$ cat config.mk
export PLATFORM = sky130hd
export DESIGN_NAME = mux2a1_recomb_l2_flat
export DESIGN_NICKNAME = d
export VERILOG_FILES = /design/src/rtl/mux2a1_recomb_l2_pkg.sv /design/src/rtl/mux2a1_recomb_l2_if.sv /design/src/rtl/mux2a1_recomb_l2_fifo.sv /design/src/rtl/mux2a1_recomb_l2.sv /design/src/flat_wrapper.sv
export SDC_FILE = /design/constraint.sdc
export NUM_CORES = 1
export LEC_CHECK = 0
export CORE_UTILIZATION = 35
export CTS_CLUSTER_DIAMETER = 30
export DETAILED_ROUTE_END_ITERATION = 6
export DONT_BUFFER_PORTS = 1
export PLACE_DENSITY = 0.49
export SETUP_SLACK_MARGIN = 0.15
export SYNTH_ARGS = -nofsm -noshare
export SYNTH_HDL_FRONTEND = slang
export SYNTH_SLANG_ARGS = --single-unit
$ cat constraint.sdc
create_clock -name clk -period 3.26 [get_ports clk]
set_input_delay 0.978 -clock clk [delete_from_list [all_inputs] [get_ports clk]]
set_output_delay 0.978 -clock clk [all_outputs]
set_load 0.01 [all_outputs]
$ cat src/rtl/mux2a1_recomb_l2_pkg.sv
// mux_l2_pkg: shared constants and lane-id type for the two-lane recombiner
package mux_l2_pkg;
  localparam int WIDTH_DEF = 8;
  localparam int DEPTH_DEF = 4;
  typedef logic lane_t;
  localparam lane_t LANE0 = 1'b0;
  localparam lane_t LANE1 = 1'b1;
endpackage

$ cat src/rtl/mux2a1_recomb_l2_if.sv
// mux2a1_recomb_l2_if: lane inputs, per-lane status and recombined output bundle
interface mux2a1_recomb_l2_if import mux_l2_pkg::*; #(parameter int WIDTH = WIDTH_DEF);
  logic valid_in0, valid_in1, ready0, ready1, valid_out, overflow0, overflow1;
  logic [WIDTH-1:0] data_in0, data_in1, data_out;
  lane_t lane_out;
  modport master(output valid_in0, data_in0, valid_in1, data_in1,
                 input ready0, ready1, valid_out, data_out, lane_out, overflow0, overflow1);
  modport slave(input valid_in0, data_in0, valid_in1, data_in1,
                output ready0, ready1, valid_out, data_out, lane_out, overflow0, overflow1);
endinterface

$ cat src/rtl/mux2a1_recomb_l2_fifo.sv
// fifo_lane_l2: per-lane FIFO with registered count; pushes while full are ignored
module fifo_lane_l2 import mux_l2_pkg::*; #(
  parameter int WIDTH = WIDTH_DEF,
  parameter int DEPTH = DEPTH_DEF
) (
  input  logic                     clk,
  input  logic                     reset,
  input  logic                     push,
  input  logic [WIDTH-1:0]         din,
  input  logic                     pop,
  output logic [WIDTH-1:0]         dout,
  output logic [$clog2(DEPTH):0]   count,
  output logic                     ready
);
  localparam int AW = $clog2(DEPTH);
  logic [WIDTH-1:0] mem [DEPTH];
  logic [AW-1:0] wp, rp;
  logic wr;
  // count never exceeds DEPTH, so its top bit alone marks full
  assign ready = ~count[AW];
  assign wr = push & ready;
  assign dout = mem[rp];
  always_ff @(posedge clk) begin
    if (reset) begin
      count <= '0;
      wp <= '0;
      rp <= '0;
    end else begin
      count <= count + (AW+1)'(wr) - (AW+1)'(pop);
      if (wr) wp <= wp + 1'b1;
      if (pop) rp <= rp + 1'b1;
    end
  end
  always_ff @(posedge clk)
    if (!reset && wr) mem[wp] <= din;
endmodule

$ cat src/rtl/mux2a1_recomb_l2.sv
// mux2a1_recomb_l2: buffers two lanes and recombines them onto one stream, round-robin on ties
module mux2a1_recomb_l2 import mux_l2_pkg::*; #(
  parameter int WIDTH = WIDTH_DEF,
  parameter int DEPTH = DEPTH_DEF
) (
  input logic clk,
  input logic reset,
  mux2a1_recomb_l2_if.slave bus
);
  logic [WIDTH-1:0] dout0, dout1;
  logic [$clog2(DEPTH):0] count0, count1;
  logic elig0, elig1, any, pop0, pop1;
  lane_t g, rr_last;
  fifo_lane_l2 #(.WIDTH(WIDTH), .DEPTH(DEPTH)) u_lane0 (
    .clk(clk), .reset(reset), .push(bus.valid_in0), .din(bus.data_in0),
    .pop(pop0), .dout(dout0), .count(count0), .ready(bus.ready0)
  );
  fifo_lane_l2 #(.WIDTH(WIDTH), .DEPTH(DEPTH)) u_lane1 (
    .clk(clk), .reset(reset), .push(bus.valid_in1), .din(bus.data_in1),
    .pop(pop1), .dout(dout1), .count(count1), .ready(bus.ready1)
  );
  always_comb begin
    elig0 = count0 != '0;
    elig1 = count1 != '0;
    any = elig0 | elig1;
    g = (elig0 && elig1) ? ~rr_last : (elig1 ? LANE1 : LANE0);
    pop0 = any && g == LANE0;
    pop1 = any && g == LANE1;
  end
  always_ff @(posedge clk) begin
    if (reset) begin
      bus.valid_out <= 1'b0;
      bus.data_out <= '0;
      bus.lane_out <= LANE0;
      bus.overflow0 <= 1'b0;
      bus.overflow1 <= 1'b0;
      rr_last <= LANE1;
    end else begin
      bus.valid_out <= any;
      bus.overflow0 <= bus.overflow0 | (bus.valid_in0 & ~bus.ready0);
      bus.overflow1 <= bus.overflow1 | (bus.valid_in1 & ~bus.ready1);
      if (any) begin
        bus.data_out <= (g == LANE1) ? dout1 : dout0;
        bus.lane_out <= g;
        rr_last <= g;
      end
    end
  end
endmodule
$ cat src/flat_wrapper.sv
// flat-port wrapper written by rule: the top's interface ports become plain ports
module mux2a1_recomb_l2_flat import mux_l2_pkg::*;
#(
  parameter int WIDTH = WIDTH_DEF,
  parameter int DEPTH = DEPTH_DEF
)
  (clk, reset, bus_valid_in0, bus_data_in0, bus_valid_in1, bus_data_in1, bus_ready0, bus_ready1, bus_valid_out, bus_data_out, bus_lane_out, bus_overflow0, bus_overflow1);
  mux2a1_recomb_l2_if #(.WIDTH(WIDTH)) bus_i ();
  input logic clk;
  input logic reset;
  input wire logic [$bits(bus_i.valid_in0)-1:0] bus_valid_in0;
  input wire logic [$bits(bus_i.data_in0)-1:0] bus_data_in0;
  input wire logic [$bits(bus_i.valid_in1)-1:0] bus_valid_in1;
  input wire logic [$bits(bus_i.data_in1)-1:0] bus_data_in1;
  output wire logic [$bits(bus_i.ready0)-1:0] bus_ready0;
  output wire logic [$bits(bus_i.ready1)-1:0] bus_ready1;
  output wire logic [$bits(bus_i.valid_out)-1:0] bus_valid_out;
  output wire logic [$bits(bus_i.data_out)-1:0] bus_data_out;
  output wire logic [$bits(bus_i.lane_out)-1:0] bus_lane_out;
  output wire logic [$bits(bus_i.overflow0)-1:0] bus_overflow0;
  output wire logic [$bits(bus_i.overflow1)-1:0] bus_overflow1;
  assign bus_i.valid_in0 = bus_valid_in0;
  assign bus_i.data_in0 = bus_data_in0;
  assign bus_i.valid_in1 = bus_valid_in1;
  assign bus_i.data_in1 = bus_data_in1;
  assign bus_ready0 = bus_i.ready0;
  assign bus_ready1 = bus_i.ready1;
  assign bus_valid_out = bus_i.valid_out;
  assign bus_data_out = bus_i.data_out;
  assign bus_lane_out = bus_i.lane_out;
  assign bus_overflow0 = bus_i.overflow0;
  assign bus_overflow1 = bus_i.overflow1;
  mux2a1_recomb_l2 #(.WIDTH(WIDTH), .DEPTH(DEPTH)) u_core (.clk(clk), .reset(reset), .bus(bus_i));
endmodule
=== After elaboration in Yosys (flattened, before gate mapping) ===
Memory sizes are Yosys's and may differ from the RTL's. A register that Yosys moved wholly into a read port is not among the register bits.
Cells that the tools add are included.

* Memory bits (writable): 64
* Output and inout port bits: 14
* Memories: 2
* Word-level logic and storage cells: 52
* Bits of input ports: 20
* Register bits after elaboration: 27

{| class="wikitable"
|+ Memory list
! memory !! depth !! bits a word !! rd ports !! clocked after memory_dff !! wr ports !! line !! text
|-
| u_core.u_lane0.mem || 4 || 8 || 1 || 1 || 1 || mux2a1_recomb_l2_fifo.sv:16 || <nowiki>logic [WIDTH-1:0] mem [DEPTH];</nowiki>
|-
| u_core.u_lane1.mem || 4 || 8 || 1 || 1 || 1 || mux2a1_recomb_l2_fifo.sv:16 ||
|}

* Bitwise gates (word level): 11
* Muxes and demuxes: 11
* Reductions and logical operators: 8
* Add/subtract/negate cells: 8

{| class="wikitable"
|+ Operators by type and width
! kind !! number
|-
| adder 2 x 1 -> 2 bit, second input constant || 4
|-
| 2-to-1 mux 2 bit || 4
|-
| 2-to-1 mux 8 bit || 1
|-
| adder 3 x 1 -> 3 bit || 2
|-
| 2-to-1 mux 1 bit || 6
|-
| nonzero test 3 bit || 2
|-
| subtractor 3 x 1 -> 3 bit || 2
|-
| logical AND 1 bit || 5
|-
| bitwise AND 1 bit || 4
|-
| inverter 1 bit || 4
|-
| bitwise OR 1 bit || 3
|-
| zero test 1 bit || 1
|}

=== Logic depth before layout (Yosys ltp) ===
* Depth after elaboration: 7
* Mapped depth: 12
* Mapped depth without buffers: 11

=== Hierarchy ===
A second synthesis with hierarchy kept.

* Cell total of the unflattened synthesis: 241
* Area, all modules: 3,838.7 um^2

{| class="wikitable"
|+ By module, submodules not included
! module !! seq. area each (um^2) !! area each (um^2) !! instances !! cells each
|-
| fifo_lane_l2 at u_core.u_lane0 || 1,141.1 || 1,586.5 || 1 || 86
|-
| fifo_lane_l2 at u_core.u_lane1 || 1,141.1 || 1,584.0 || 1 || 87
|-
| mux2a1_recomb_l2 || 260.2 || 668.1 || 1 || 68
|}

=== Worst setup path after synthesis ===
Ideal clock, no wire load.

* Path kind: input to register
* Start: in bus_valid_in1
* End: reg u_core.u_lane1.count[2]
* Setup slack: 0.694 ns
* Data required time: 3.132 ns
* Library setup time: 0.128 ns
* Stages: 9
* Path buffers: 0
* Arrival time: 2.439 ns
* Path through: and2b_1 -> inv_1 -> ha_1 -> inv_1 -> ha_1 -> fa_1 -> xnor2_1 -> xnor2_1 -> nor2_1

* Longest elaborated chain between the ends: 3

{| class="wikitable"
|+ RTL lines
! element !! line !! text
|-
| start, declared || flat_wrapper.sv:13 || <nowiki>input wire logic [$bits(bus_i.valid_in1)-1:0] bus_valid_in1;</nowiki>
|-
| bitwise AND 1 bit || mux2a1_recomb_l2_fifo.sv:21 || <nowiki>assign wr = push & ready;</nowiki>
|-
| adder 3 x 1 -> 3 bit || mux2a1_recomb_l2_fifo.sv:29 || <nowiki>count <= count + (AW+1)'(wr) - (AW+1)'(pop);</nowiki>
|-
| subtractor 3 x 1 -> 3 bit || mux2a1_recomb_l2_fifo.sv:29 ||
|-
| end signal, assigned || mux2a1_recomb_l2_fifo.sv:29 ||
|-
| end, declared || mux2a1_recomb_l2_fifo.sv:12 || <nowiki>output logic [$clog2(DEPTH):0] count,</nowiki>
|}

Every way passes these cells.
A chain may end at the register's enable or synchronous reset.

=== Worst setup path after layout ===
* Start: reg u_core.u_lane1.count[2]
* End: reg u_core.u_lane1.count[2]

* Longest elaborated chain between the ends: 5
* Elaborated cells on any way between the ends: 10
* Classes of those cells: 2 x add/sub; 2 x mux; 3 x bitwise; 3 x reduce/logical

{| class="wikitable"
|+ RTL lines
! element !! line !! text
|-
| nonzero test 3 bit * || mux2a1_recomb_l2.sv:24 || <nowiki>elig1 = count1 != '0;</nowiki>
|-
| 2-to-1 mux 1 bit / logical AND 1 bit (equally long branches) || mux2a1_recomb_l2.sv:26 || <nowiki>g = (elig0 && elig1) ? ~rr_last : (elig1 ? LANE1 : LANE0);</nowiki>
|-
| 2-to-1 mux 1 bit || mux2a1_recomb_l2.sv:26 ||
|-
| logical AND 1 bit * || mux2a1_recomb_l2.sv:28 || <nowiki>pop1 = any && g == LANE1;</nowiki>
|-
| net u_core.pop1 || mux2a1_recomb_l2.sv:12 || <nowiki>logic elig0, elig1, any, pop0, pop1;</nowiki>
|-
| subtractor 3 x 1 -> 3 bit * || mux2a1_recomb_l2_fifo.sv:29 ||
|}

The timed path passes the listed nets; every way through them passes the cells marked *.

==> metrics.log <==
INFO  metric grt_pass1_vias = 1871
INFO  metric floorplan.die_area = 0.01122 mm2
INFO  metric total_standard_cell_area_after_synthesis = 0.003779 mm2
INFO  metric layout.core_utilization = 0.3902
INFO  metric nNetsFinal = 274
INFO  metric met1_usage = 0.1665
INFO  metric min_path_type = reg -> reg
INFO  metric clock_h_tree_levels = 3
INFO  metric yosysWarningCount = 0
INFO  metric finalSetupViolCount = 0
INFO  metric numPlacedInstances = 365
INFO  metric whs_endpoint = u_core.bus.lane_out$_SDFFE_PP0N_
INFO  metric share_of_flip_flops_with_an_asynchronous_set_or_reset = 0
INFO  metric crit_path_end_kind = flop
INFO  metric postRouteAntennaNets = 0
INFO  metric core-area = 0.01042 mm2
INFO  metric global_route.overflow_total = 0
INFO  metric cts_resized = 0
INFO  metric gr-usage-all-layers = 0.1302
INFO  metric antenna_cells_inserted = 0
INFO  metric placement.cell_area = 0.003884 mm2
INFO  metric die_h = 105.9 um
INFO  metric clk_transition_reported_paths = 0.09 ns
INFO  metric fin_worst_hold_slack = 0.5166 ns
INFO  metric cts_setup_buffers = 0
INFO  metric max_clock_freq = 387.9 MHz
INFO  metric r2r-start = u_core.u_lane1.count[2]$_SDFF_PP0_
INFO  metric io_buffer_count = 0
INFO  metric seq_area_frac_synth = 0.6728
INFO  metric grt_antenna_before_repair = 0
INFO  metric ios = 34
INFO  metric timing.slew.headroom = 0.6208
INFO  metric cts-buffers-inserted = 9
INFO  metric yosys.cell_types.count = 34
INFO  metric grt_first_pass_wirelength = 10450 um
INFO  metric number_of_instances_on_the_worst_hold_path = 2
INFO  metric worst_setup_path_start_kind = flop
INFO  metric power-per-cell-area = 813.5 mW/mm2
INFO  metric drtIter0Drc = 96
INFO  metric max_cap_violations = 0
INFO  metric cts.root.buffer_cell = clkbuf_8
INFO  metric initial_core_util = 0.3628
INFO  metric finalClockSkew = 0.01137 ns
INFO  metric setup_slack = 0.6820 ns
INFO  metric p_leak = 1.376 nW
INFO  metric timing.final.hold_violations = 0
INFO  metric groute.layer.met3.usage = 0.05334
INFO  metric placement.setup.worst_slack = 0.6236 ns
INFO  metric post_synth_inst_count = 239
INFO  metric drt_drc_violations_left = 0
INFO  metric final_cell_mix = edfxtp_1, dfxtp_1, nor2_1
INFO  metric timing.critical_path.arrival = 2.84 ns
INFO  metric synth_top_flop_cell = edfxtp_1
INFO  metric route.vias.total = 1794
INFO  metric synthesis.nets = 273
INFO  metric timing.final.crit_share = 0.7908
INFO  metric route.detailed.wl_per_inst = 17.34 um
INFO  metric finalMaxSlewViolations = 0
INFO  metric synth_enable_flop_cells = 64
INFO  metric detailed_place_hpwl = 4492 um
INFO  metric dr.pass1.iters = 4
INFO  metric fin_crit = 2.578 ns
INFO  metric post-synth-top-area-cell = edfxtp_1
INFO  metric die_width = 105.9 um
INFO  metric tritoncts = done
INFO  metric vdd_ir_drop_max = 0.3597 mV
INFO  metric timing.reg2reg.worst_path_depth = 10
INFO  metric rr_endpoint = u_core.u_lane1.count[2]$_SDFF_PP0_
INFO  metric clk-insertion-delay-late = 0.37 ns
INFO  metric reg2reg_setup_slack = 0.68 ns
INFO  metric ctsLongestPathBuffers = 2
INFO  metric row_count = 37
INFO  metric stdcell_count = 381
INFO  metric yosys_register_bits = 95
INFO  metric synthToLayoutAreaGrowth = 7.550%
INFO  metric timing_worst_slew_pin_value = 0.5674 ns
INFO  metric largest_net_degree_at_the_start_of_global_routing = 32
INFO  metric routed_via_density = 4.709
INFO  metric cts_num_sinks = 95
INFO  metric area_share_of_the_leading_cell_type_in_the_synthesized_netlist = 0.5086
INFO  metric cp_data_required_time = 3.53 ns
INFO  metric mostFrequentLayoutCell = edfxtp_1
INFO  metric post-layout-total-power = 3.306 mW
INFO  metric grt_setup_unrepaired = false
INFO  metric detail_route.wirelength = 6605 um
INFO  metric place.gp.congestion = 0.6657
INFO  metric timing.critical_path.fanout_max = 11
INFO  metric worst_hold_startpoint = u_core.bus.lane_out$_SDFFE_PP0N_
INFO  metric design_area = 0.004064 mm2
INFO  metric grt_use_met2 = 0.1942
INFO  metric synth_area_leaders = edfxtp_1, dfxtp_1, mux4_2, ha_1, nor2_1
INFO  metric ctsHoldBuffers = 0
INFO  metric top_usage_layer = met2
INFO  metric critPathKind = reg -> reg
INFO  metric fraction_of_final_layout_cells_with_drive_strength_greater_than_1 = 0.1837
INFO  metric syn_avg_cell_area = 15.81 um2
INFO  metric outcome = finished, final reports clean
INFO  metric setup_total_neg_slack = 0 ns
power breakdown:
| part | switching [mW] | internal (mW) | leakage (nW) |
|---|---|---|---|
| Combinational | 0.471 | 0.425 | 0.455 |
| Clock | 0.437 | 0.286 | 0.0842 |
| Sequential | 0.217 | 1.47 | 0.837 |
per-layer routing:
layer	up-vias	wire, um
met5	-	0
met4	0	118
met3	11	418
met2	42	2953
met1	872	3115
li1	869	-
state kept, by name, indices dropped and copies added (netlist names), named ones only:
register and flops:
u_core.u_lane1.rp 2, u_core.bus.data_out 8, u_core.u_lane1.mem 32, u_core.bus.lane_out 1, u_core.u_lane0.mem 32, u_core.bus.valid_out 1
u_core.bus.overflow1 1, u_core.bus.overflow0 1, u_core.u_lane1.count 3, u_core.u_lane0.count 3, u_core.u_lane0.rp 2, u_core.rr_last 1
u_core.u_lane1.wp 2, u_core.u_lane0.wp 2
cell families (layout without fill, tap and decap cells):
group / count (synthesis) / after routing / share of synthesized area
multiplexers: 17 / 17 / 0.09801
AND/OR/NAND/NOR: 62 / 62 / 0.08212
flip-flops: 95 / 95 / 0.6728
AO/OA/AOI/OAI: 17 / 17 / 0.04238
buffers and inverters: 24 / 30 / 0.03113
adder cells (fa/ha/maj): 14 / 14 / 0.05033
XOR/XNOR: 10 / 10 / 0.02318
final cells by class:
type | instances | area [um2]
Clock inverter | 7 | 56.30
Sequential cell | 95 | 2542
Tap cell | 136 | 170.2
Fill cell | 990 | 6352
Inverter | 14 | 52.55
Clock buffer | 9 | 123.9
Multi-Input combinational cell | 120 | 1119
synth_stat cells, types with 3 or more instances:
library cell,instances
a21oi_1,5
a311oi_2,5
and2_1,8
buf_1,3
buf_2,3
dfxtp_1,31
edfxtp_1,64
ha_1,12
inv_1,14
mux4_2,16
nand2_1,4
nand2_2,5
nand3_1,7
nor2_1,26
nor2b_1,3
nor3_1,3
xnor2_1,6
xor2_1,4
critical path, stage by stage, from the launching register on:
cell	delay (ns)
dfxtp_1	0.38
or3_1	0.55
nand2_4	0.22
inv_1	0.06
ha_1	0.26
inv_1	0.04
ha_1	0.20
fa_1	0.40
xnor2_1	0.18
xnor2_1	0.13
nor2_1	0.05
worst max path at each step:
stage | cells past startpoint | end | slack [ns] | from
floorplan | 9 | u_core.u_lane1.count[2]$_SDFF_PP0_ | 0.69 | bus_valid_in1
global placement | 9 | u_core.u_lane1.count[2]$_SDFF_PP0_ | 0.65 | bus_valid_in1
detailed placement | 9 | u_core.u_lane1.count[2]$_SDFF_PP0_ | 0.62 | bus_valid_in1
CTS | 10 | u_core.u_lane1.count[2]$_SDFF_PP0_ | 0.64 | u_core.u_lane1.count[2]$_SDFF_PP0_
global route | 10 | u_core.u_lane1.count[2]$_SDFF_PP0_ | 0.50 | u_core.u_lane1.count[2]$_SDFF_PP0_
finish | 10 | u_core.u_lane1.count[2]$_SDFF_PP0_ | 0.68 | u_core.u_lane1.count[2]$_SDFF_PP0_
(Power assumes the default switching activity.)
==> patch, RTL diff (config.mk and constraints unchanged) <==
`WIDTH_DEF`: 8 -> 6.
--- a/src/rtl/mux2a1_recomb_l2_pkg.sv
+++ b/src/rtl/mux2a1_recomb_l2_pkg.sv
@@ -1,6 +1,6 @@
 // mux_l2_pkg: shared constants and lane-id type for the two-lane recombiner
 package mux_l2_pkg;
-  localparam int WIDTH_DEF = 8;
+  localparam int WIDTH_DEF = 6;
   localparam int DEPTH_DEF = 4;
   typedef logic lane_t;
   localparam lane_t LANE0 = 1'b0;
Ports: changed (resized bus_data_in0, bus_data_in1 and bus_data_out); port bits go from 34 to 28. The function was not compared with the original's and may differ.
==> patch against the unedited design <==
Total power down 14%. Sequential cell count shrank 18. Sequential share of layout area down 3.2 points. Via count is 18% lower. Cell count shrank 19%. Highest routed layer unchanged. Worst setup slack improved by 0.041 ns. First-iteration DRC count fell by 77%. Final area down 16%. Sequential power shrank 20%. Routed wire length fell by 25%. Maximum frequency is 1.6% higher. Synthesized area down 18%. Count of clock-buffer cells in the layout increased by 3.
==> patch: results (changes against the unedited design) <==
[timing]
relSlewSlack_pct=53.6  ; -8.5 points
whs_ns=0.502  ; -0.0147 ns
layout_setup_ws_ns=0.723  ; +0.0414 ns
finClkSkew_ns=0.00541  ; -0.00596 ns

[grt]
grt_pass1_vias=1628  ; -13%
grt_max_degree=25  ; -22%
grt_pass1_wl_mm=7.98  ; -24%
track_usage_pct=12.4  ; -0.59 points

[clock_tree]
clkTransAtPathRegs_ns=0.07  ; -0.02 ns
cts_resized=0  ; unchanged
clkLatencyLatePin_ns=0.33  ; -0.04 ns
cts_setup_buffers=0  ; unchanged
clockRootBuffer=clkbuf_8
cts-buffers-inserted=9  ; unchanged
cts_max_level=3  ; unchanged

[critical_path]
ff2ff_path_depth=10  ; unchanged
critPathKind=reg -> reg
worstReg2RegStart=u_core.u_lane1.count[2]
path_max_fanout=9  ; -2

[synth]
synth_area_per_cell_um2=16.1  ; +1.5%
synth_area_leaders=edfxtp_1 47%, dfxtp_1 19%, mux4_1 10%
async_flop_share_pct=0  ; unchanged
syn-num-nets=222  ; -19%
synth_edf_count=48  ; -25%
ys_seq_area_share_pct=65.6  ; -1.7 points
synthTopCellsByCount=48 x edfxtp_1, 29 x dfxtp_1, 18 x nor2_1, 13 x inv_1
synth_cell_types=28  ; -18%

[routing]
first_pass_iters=4  ; unchanged
dr.first_iter.drc_count=22  ; -77%
num_vias=1477  ; -18%
totalWireLength_mm=4.95  ; -25%
avgRoutedWirePerCell_um=16.0  ; -7.7%

[worst_hold_path]
worstHoldPathCells=2  ; unchanged
hold_class=reg -> reg
hold_path.startpoint=u_core.bus.lane_out
whs_endpoint=u_core.bus.lane_out

[pwr]
p_leak_nw=1.23  ; -10%
vdd_ir_drop_max_v=0.000373  ; +3.6%
switching_power_w=0.000819  ; -27%

[final_layout]
fin_nets=229  ; -16%
n_fill_cell=770  ; -22%
antennaDiodeCount=0  ; unchanged
reg_top3=u_core.u_lane0.mem: 24 flops, u_core.u_lane1.mem: 24 flops, u_core.bus.data_out: 6 flops
drive_above_1_share_pct=11.8  ; -6.6 points
regArea_um2=2020  ; -20%

[placement]
detailed_place.area_um2=3180  ; -18%
gp_congestion=0.681  ; +2.2%
dp.cells=293  ; -20%
pre_cts_ws_ns=0.477  ; -0.147 ns
hpwl_mm=3.64  ; -19%

[status]
status=finished, final reports clean

[patch: cell types whose count changed in the layout (fill, tap and decap cells not counted), sizes merged, moves of 2 or more]
cell,change
edfxtp,-16
nor2,-8
nand2,-7
a22o,+6
a311oi,-6
mux2,+6
nand3,-6
inv,-4
mux4,-4
clkbuf,+3
clkinvlp,-3
bufinv,+2
dfxtp,-2
o22ai,-2
[patch: power groups by stage]
stage	Clock, W	Combinational, W	Sequential (W)
CTS	0.000813	0.000737	0.00136
floorplan	0	0.000626	0.00132
global placement	0	0.000696	0.00137
global route	0.000858	0.000818	0.00138
finish	0.000789	0.000719	0.00135
detailed placement	0	0.000733	0.00138
[patch: routing by layer]
metal	wire, µm	part of all wire [%]	vias to the layer above	GRT usage, %
li1	-	-	718	-
met1	2060	42	720	13.8
met2	2570	52	31	21.4
met3	244	4.9	8	4.19
met4	70	1.4	0	5.97
met5	0	0	-	0
[patch: final cells by class]
| class | instances | area share (%) |
|---|---|---|
| Inverter | 13 | 1.43 |
| Multi-Input combinational cell | 98 | 28.8 |
| Clock buffer | 12 | 4.55 |
| Clock inverter | 4 | 2.06 |
| Sequential cell | 77 | 59.3 |
| Tap cell | 105 | 3.85 |
[patch: cells by family (layout without fill, tap and decap cells)]
kind of cell	after synthesis	after routing	share of synthesized area (%)
buffers and inverters	17	29	2.56
AND/OR/NAND/NOR	40	40	6.50
adder cells (fa/ha/maj)	14	14	6.17
flip-flops	77	77	65.6
multiplexers	19	19	12.7
XOR/XNOR	10	10	2.84
AO/OA/AOI/OAI	15	15	3.57
[patch: worst max-delay path: stages (launching register included)]
cell     delay [ns]
dfxtp_1        0.37
or3_1          0.47
nand2_2        0.24
inv_1          0.08
ha_1           0.27
inv_1          0.04
ha_1           0.20
fa_1           0.38
xnor2_1        0.18
xnor2_1        0.14
nor2_1         0.06
